**config.mk**
```make
export PLATFORM = sky130hd
export DESIGN_NAME = uivbuf_ctrl_flat
export DESIGN_NICKNAME = d
export VERILOG_FILES = /design/src/rtl/uivbuf_ctrl_if.sv /design/src/rtl/uivbuf_ctrl.sv /design/src/flat_wrapper.sv
export SDC_FILE = /design/constraint.sdc
export NUM_CORES = 1
export LEC_CHECK = 0
export CORE_ASPECT_RATIO = 1.4
export CORE_MARGIN = 10
export CORE_UTILIZATION = 40
export DETAILED_ROUTE_END_ITERATION = 8
export GPL_TIMING_DRIVEN = 0
export PLACE_DENSITY = 0.68
export SYNTH_ARGS = -nofsm -noshare
export SYNTH_HDL_FRONTEND = slang
export SYNTH_SLANG_ARGS = --single-unit
```
**constraint.sdc**
```tcl
create_clock -name ui_clk -period 1.7 [get_ports ui_clk]
set_input_delay 0.17 -clock ui_clk [delete_from_list [all_inputs] [get_ports ui_clk]]
set_output_delay 0.17 -clock ui_clk [all_outputs]
set_load 0.01 [all_outputs]
```
**src/rtl/uivbuf_ctrl_if.sv**
```systemverilog
// rtl/uivbuf_ctrl_if.sv - frame pulses in, buffer indices out; stat counters when UIVBUF_STAT_EN
interface uivbuf_ctrl_if;
    logic        wr_fs_i;
    logic        wr_fe_i;
    logic        rd_fs_i;
    logic [7:0]  wr_bufn_o;
    logic [7:0]  rd_bufn_o;
    logic        rd_valid_o;
    logic        wr_abort_o;
`ifdef UIVBUF_STAT_EN
    logic [15:0] drop_cnt_o;
    logic [15:0] rep_cnt_o;
`endif

    // DMA side: drives frame pulses, consumes buffer numbers
    modport master (
        output wr_fs_i, wr_fe_i, rd_fs_i,
`ifdef UIVBUF_STAT_EN
        input  drop_cnt_o, rep_cnt_o,
`endif
        input  wr_bufn_o, rd_bufn_o, rd_valid_o, wr_abort_o
    );

    // Index manager side
    modport slave (
        input  wr_fs_i, wr_fe_i, rd_fs_i,
`ifdef UIVBUF_STAT_EN
        output drop_cnt_o, rep_cnt_o,
`endif
        output wr_bufn_o, rd_bufn_o, rd_valid_o, wr_abort_o
    );
endinterface

```
**src/rtl/uivbuf_ctrl.sv**
```systemverilog
// rtl/uivbuf_ctrl.sv - frame-buffer index manager; optional drop/repeat counters under UIVBUF_STAT_EN
module uivbuf_ctrl #(
    parameter int BUF_DELAY = 1,
    parameter int BUF_LENTH = 3,
    parameter int MODE      = 0
) (
    input  logic         ui_clk,
    input  logic         ui_rst,
    uivbuf_ctrl_if.slave bus
);
    localparam logic [8:0] L9       = 9'(BUF_LENTH);
    localparam logic [8:0] D9       = 9'(BUF_DELAY);
    localparam logic [8:0] LAST9    = 9'(BUF_LENTH - 1);
    localparam logic [7:0] RD_RST   = (MODE == 0 && BUF_DELAY > 0) ? 8'(BUF_LENTH - BUF_DELAY) : 8'd0;
    // MODE 0 needs BUF_DELAY completions before the lagged index is real;
    // MODE 1 only needs one, so the same counter serves both.
    localparam logic [7:0] DONE_CAP = (MODE == 0) ? 8'(BUF_DELAY) : 8'd1;
    localparam bit         SKIP_EN  = (MODE == 1) && (BUF_LENTH >= 3);
    localparam bit         MODE0    = (MODE == 0);

    typedef enum logic {W_IDLE = 1'b0, W_BUSY = 1'b1} wstate_t;

    wstate_t    r_wstate;
    wstate_t    w_wstate_nxt;
    logic       w_complete;
    logic       w_abort;

    logic [7:0] r_wr_bufn;
    logic [7:0] r_rd_bufn;
    logic [7:0] r_last_done;
    logic [7:0] r_done_cnt;
    logic       r_rd_valid;
    logic       r_wr_abort;

    logic [8:0] w_wr9;
    logic [8:0] w_step1;
    logic [8:0] w_step2;
    logic [8:0] w_next;
    logic [8:0] w_rd_m0;
    logic       w_skip;
    logic       w_latch_en;
    logic [7:0] w_rd_latch;
    logic       w_valid_latch;

    // Write FSM state register
    always_ff @(posedge ui_clk) begin
        if (ui_rst) r_wstate <= W_IDLE;
        else        r_wstate <= w_wstate_nxt;
    end

    // Write FSM next state: a start always (re)opens a frame, an end closes it
    always_comb begin
        w_wstate_nxt = r_wstate;
        case (r_wstate)
            W_IDLE: if (bus.wr_fs_i) w_wstate_nxt = W_BUSY;
            W_BUSY: begin
                if (bus.wr_fe_i && !bus.wr_fs_i) w_wstate_nxt = W_IDLE;
                else                             w_wstate_nxt = W_BUSY;
            end
            default: w_wstate_nxt = W_IDLE;
        endcase
    end

    // Write FSM outputs: frame completion and overlapping-start abort
    always_comb begin
        w_complete = 1'b0;
        w_abort    = 1'b0;
        if (r_wstate == W_BUSY) begin
            w_complete = bus.wr_fe_i;
            w_abort    = bus.wr_fs_i && !bus.wr_fe_i;
        end
    end

    // Next write index, stepping over the buffer the reader holds in MODE 1
    always_comb begin
        w_wr9   = {1'b0, r_wr_bufn};
        w_step1 = (w_wr9 == LAST9) ? 9'd0 : w_wr9 + 9'd1;
        w_step2 = (w_step1 == LAST9) ? 9'd0 : w_step1 + 9'd1;
        w_skip  = SKIP_EN && r_rd_valid && (w_step1 == {1'b0, r_rd_bufn});
        w_next  = w_skip ? w_step2 : w_step1;
        w_rd_m0 = (w_wr9 < D9) ? L9 - D9 + w_wr9 : w_wr9 - D9;
    end

    // Read latch candidate, always from pre-update write-side values
    always_comb begin
        w_latch_en    = bus.rd_fs_i && (MODE0 || (r_done_cnt != 8'd0));
        w_rd_latch    = MODE0 ? 8'(w_rd_m0) : r_last_done;
        w_valid_latch = (r_done_cnt >= DONE_CAP);
    end

    // Write-side registers: index, newest completed buffer, completion count, abort pulse
    always_ff @(posedge ui_clk) begin
        if (ui_rst) begin
            r_wr_bufn   <= 8'd0;
            r_last_done <= 8'd0;
            r_done_cnt  <= 8'd0;
            r_wr_abort  <= 1'b0;
        end else begin
            r_wr_abort <= w_abort;
            if (w_complete) begin
                r_last_done <= r_wr_bufn;
                r_wr_bufn   <= 8'(w_next);
                if (r_done_cnt < DONE_CAP) r_done_cnt <= r_done_cnt + 8'd1;
            end
        end
    end

    // Read-side registers: change only on a qualifying read frame start
    always_ff @(posedge ui_clk) begin
        if (ui_rst) begin
            r_rd_bufn  <= RD_RST;
            r_rd_valid <= 1'b0;
        end else if (w_latch_en) begin
            r_rd_bufn  <= w_rd_latch;
            r_rd_valid <= w_valid_latch;
        end
    end

    assign bus.wr_bufn_o  = r_wr_bufn;
    assign bus.rd_bufn_o  = r_rd_bufn;
    assign bus.rd_valid_o = r_rd_valid;
    assign bus.wr_abort_o = r_wr_abort;

`ifdef UIVBUF_STAT_EN
    logic [15:0] r_drop_cnt;
    logic [15:0] r_rep_cnt;
    logic [1:0]  r_since;
    logic        r_latched;
    logic [1:0]  w_since_eff;
    logic        w_drop_inc;
    logic        w_rep_inc;

    // A read start closes the interval, so a completion in the same cycle opens the next one
    always_comb begin
        w_since_eff = bus.rd_fs_i ? 2'd0 : r_since;
        w_drop_inc  = w_complete && (w_skip || (w_since_eff != 2'd0));
        w_rep_inc   = w_latch_en && r_latched && (w_rd_latch == r_rd_bufn);
    end

    // Saturating drop/repeat counters
    always_ff @(posedge ui_clk) begin
        if (ui_rst) begin
            r_drop_cnt <= 16'd0;
            r_rep_cnt  <= 16'd0;
            r_since    <= 2'd0;
            r_latched  <= 1'b0;
        end else begin
            if (w_drop_inc && r_drop_cnt != 16'hFFFF) r_drop_cnt <= r_drop_cnt + 16'd1;
            if (w_rep_inc && r_rep_cnt != 16'hFFFF)   r_rep_cnt  <= r_rep_cnt + 16'd1;
            if (w_latch_en) r_latched <= 1'b1;
            if (w_complete) r_since <= (w_since_eff == 2'd0) ? 2'd1 : 2'd2;
            else            r_since <= w_since_eff;
        end
    end

    assign bus.drop_cnt_o = r_drop_cnt;
    assign bus.rep_cnt_o  = r_rep_cnt;
`endif
endmodule

```
**src/flat_wrapper.sv**
```systemverilog
// flat-port wrapper written by rule: the top's interface ports become plain ports
module uivbuf_ctrl_flat 
#(
    parameter int BUF_DELAY = 1,
    parameter int BUF_LENTH = 3,
    parameter int MODE      = 0
)
  (ui_clk, ui_rst, bus_wr_fs_i, bus_wr_fe_i, bus_rd_fs_i, bus_wr_bufn_o, bus_rd_bufn_o, bus_rd_valid_o, bus_wr_abort_o);
  uivbuf_ctrl_if bus_i ();
  input  logic ui_clk;
  input  logic ui_rst;
  input wire logic [$bits(bus_i.wr_fs_i)-1:0] bus_wr_fs_i;
  input wire logic [$bits(bus_i.wr_fe_i)-1:0] bus_wr_fe_i;
  input wire logic [$bits(bus_i.rd_fs_i)-1:0] bus_rd_fs_i;
  output wire logic [$bits(bus_i.wr_bufn_o)-1:0] bus_wr_bufn_o;
  output wire logic [$bits(bus_i.rd_bufn_o)-1:0] bus_rd_bufn_o;
  output wire logic [$bits(bus_i.rd_valid_o)-1:0] bus_rd_valid_o;
  output wire logic [$bits(bus_i.wr_abort_o)-1:0] bus_wr_abort_o;
  assign bus_i.wr_fs_i = bus_wr_fs_i;
  assign bus_i.wr_fe_i = bus_wr_fe_i;
  assign bus_i.rd_fs_i = bus_rd_fs_i;
  assign bus_wr_bufn_o = bus_i.wr_bufn_o;
  assign bus_rd_bufn_o = bus_i.rd_bufn_o;
  assign bus_rd_valid_o = bus_i.rd_valid_o;
  assign bus_wr_abort_o = bus_i.wr_abort_o;
  uivbuf_ctrl #(.BUF_DELAY(BUF_DELAY), .BUF_LENTH(BUF_LENTH), .MODE(MODE)) u_core (.ui_clk(ui_clk), .ui_rst(ui_rst), .bus(bus_i));
endmodule
```
==> impl_metrics.yaml <==
clocking:
  cts-root-buf: "clkbuf_8"
  cts_tree: "yes"
  clockBufferDepth: 2
  cts_hold_buf: 0
  insertion_delay_ns: 0.27
  clk_pin_slew_ns: 0.09
  htreeDepth: 1
  cts_buffers: 3
  cts_sinks: 27
critical_path:
  cp-start-kind: "register"
  cp-startpoint: "u_core.bus.wr_bufn_o[1]"
  arrival_ns: 1.74
  cp_max_fo: 3
  path_cells: "inv_2 > ha_1 > a21bo_2 > a2111oi_4 > xnor2_1 > a211oi_2"
  rr_startpoint: "u_core.bus.wr_bufn_o[1]"
  crit_buf_inv: 1
  required_ns: 1.85
  endpoint_kind: "register"
  critical_path.top_delay_family: "compound AO/OA/AOI/OAI gates"
  slowest_delay_ns: 0.36
  crit_slowest_cell: "dfxtp_4"
  criticalPathCategory: "register to register"
synth:
  netlist_top_cells_area: "dfxtp_1, ha_1, nor2_1"
  synth.net_count: 154
  syn_area_um2: 1360
  synth_edf_count: 0
  synth-seq-cells: 27
  yosysSeqAreaShare_pct: 39.9
  synth_largest_area_cell: "dfxtp_1"
  synthArstFlopShare_pct: 0
  ys_top_cells_by_count: "dfxtp_1, nor2_1, ha_1, inv_1, xnor2_1"
  synthCells: 140
  yosys.area.top_type_share_pct: 39.9
  synth_warnings: 0
  synthFlopType: "dfxtp_1"
  avgSynthCellArea_um2: 9.68
  synth.distinct_cells: 41
  yosysMostFrequentCell: "dfxtp_1"
power:
  p_clk_share_pct: 30.7
  seqPwrFrac_pct: 55.5
  peakVddDrop_uv: 385
  pwr-share-comb_pct: 13.8
  cellPowerDensity_nw_per_um2: 685
  p_sw_mw: 0.289
  swShare_pct: 24.4
  total_power_mw: 1.19
  internal_power_mw: 0.896
  leakagePower_nw: 0.658
die:
  die_w_um: 69.2
  initial_core_util_pct: 42.6
  std_cell_rows: 24
  io_pins: 23
  die_h_um: 88.9
  core-area_um2: 3180
  fp.dieArea_um2: 6150
placement:
  dp_hpwl_um: 2130
  gp_congestion: 0.845
  placement.io_buffers: 22
grt:
  grt_overflow_total: 0
  grt_start_max_net_pins: 16
  grt_pass1_wl_um: 4900
  globalRouteTotalUtil_pct: 9.37
  grt_pass1_vias: 1052
  antenna_found_initial: 0
route:
  drt.antenna.violating_nets: 0
  wl_um: 2830
  post-route-drc-count: 0
  avgRoutedWirePerCell_um: 13.5
  first_pass_iters: 4
  via_per_inst: 5.13
  num_vias: 1073
  drt_iter0_markers: 38
timing:
  final_hold_viol_count: 0
  slew_headroom_pct: 66.7
  fmax_mhz: 630
  fin_crit_sh_pct: 93.3
  min_period_ns: 1.59
  setup-violations-final: 0
  tns_ns: 0
  tightest_slew_ns: 0.499
  final_max_slew_viol_count: 0
  rsz0062_at_grt: "no"
  finClkSkew_ns: 0.00114
flow_run:
  cap_viol_max_count: 0
cells_and_area:
  drive_above_1_share_pct: 18.8
  antennaDiodeCount: 0
  final_nets: 185
  syn_to_final_growth_pct: 27.7
  n_fill_cell: 307
status:
  status: "finished, final reports clean"
hold_path:
  min_path_type: "register to register"
  worstHoldStart: "u_core.r_done_cnt[3]"
## flip-flops by register name (all words and copies together), names as in the netlist
name,cells
u_core.bus.rd_bufn_o,8
u_core.bus.rd_valid_o,1
u_core.bus.wr_abort_o,1
u_core.bus.wr_bufn_o,8
u_core.r_done_cnt,8
u_core.r_wstate,1
## power groups by stage
stage	sequential (mW)	combinational (mW)	clock [mW]
finish	0.658	0.163	0.364
global route	0.661	0.180	0.405
CTS	0.659	0.161	0.374
detailed placement	0.680	0.155	0
global placement	0.678	0.152	0
floorplan	0.684	0.0884	0
## per-layer routing
metal / up-vias / global-route usage, % / part of all wire (%)
met2: 18 / 15.9 / 47
met1: 506 / 10.1 / 44
li1: 544 / - / -
met5: - / 0 / 0
met4: 0 / 4.95 / 2.2
met3: 5 / 3.25 / 6.1
## final timing paths
check	endpoint	slack (ns)	depth (start not counted)
max	u_core.bus.rd_bufn_o[5]	0.11	6
min	u_core.r_done_cnt[3]	0.47	1
max reg2reg	u_core.bus.rd_bufn_o[5]	0.11	6
min reg2reg	u_core.r_done_cnt[3]	0.47	1
## what timing repair did
| item | in CTS | in global routing |
|---|---|---|
| resized for setup | 4 | 6 |
| pin swaps | 0 | 4 |
| setup endpoints to repair | 4 | 15 |
| buffers inserted | 2 | 2 |
## final cells by class
cell class	instances	area [µm²]	area share, %
clock inverter	1	5.00	0.289
inverter	7	26.3	1.52
multi-input combinational	99	758	43.8
clock buffer	3	41.3	2.39
tap	39	48.8	2.82
sequential	27	552	31.9
buffer	7	48.8	2.82
timing repair buffer	26	250	14.5
## cell families (layout without fill, tap and decap cells)
logic type	count (synthesis)	after routing	share of synthesized area (%)
buf+inv	14	44	5.54
fa+ha+maj	9	9	8.31
compound gates	19	19	11.8
flops	27	27	39.9
xor+xnor	11	11	7.11
mux	4	4	3.32
simple gates	56	56	24.0
## per-stage QoR
stage          hold WS [ns]  setup slack [ns]  instance area (µm²)  utilization [%]  instances
3_5_place_dp          0.460           -0.0646                 1630             51.1        201
6_report              0.473             0.113                 1730             54.4        209
3_3_place_gp          0.455           -0.0621                 1630             51.1        201
2_1_floorplan         0.242           0.00855                 1360                -        140
5_1_grt               0.495            0.0430                 1730             54.4        209
4_1_cts               0.474            0.0133                 1700             53.3        207
## placed cells by master, fill, tap and decap left out, types with 6 or more instances in the layout
cell / instances
dfxtp_1: 24
clkdlybuf4s50_1: 22
nor2_1: 20
ha_1: 8
xnor2_1: 7
nand2_1: 6
buf_4: 6
a21oi_1: 6
nor2b_1: 6
No activity file was read; power rests on OpenSTA's default activity.
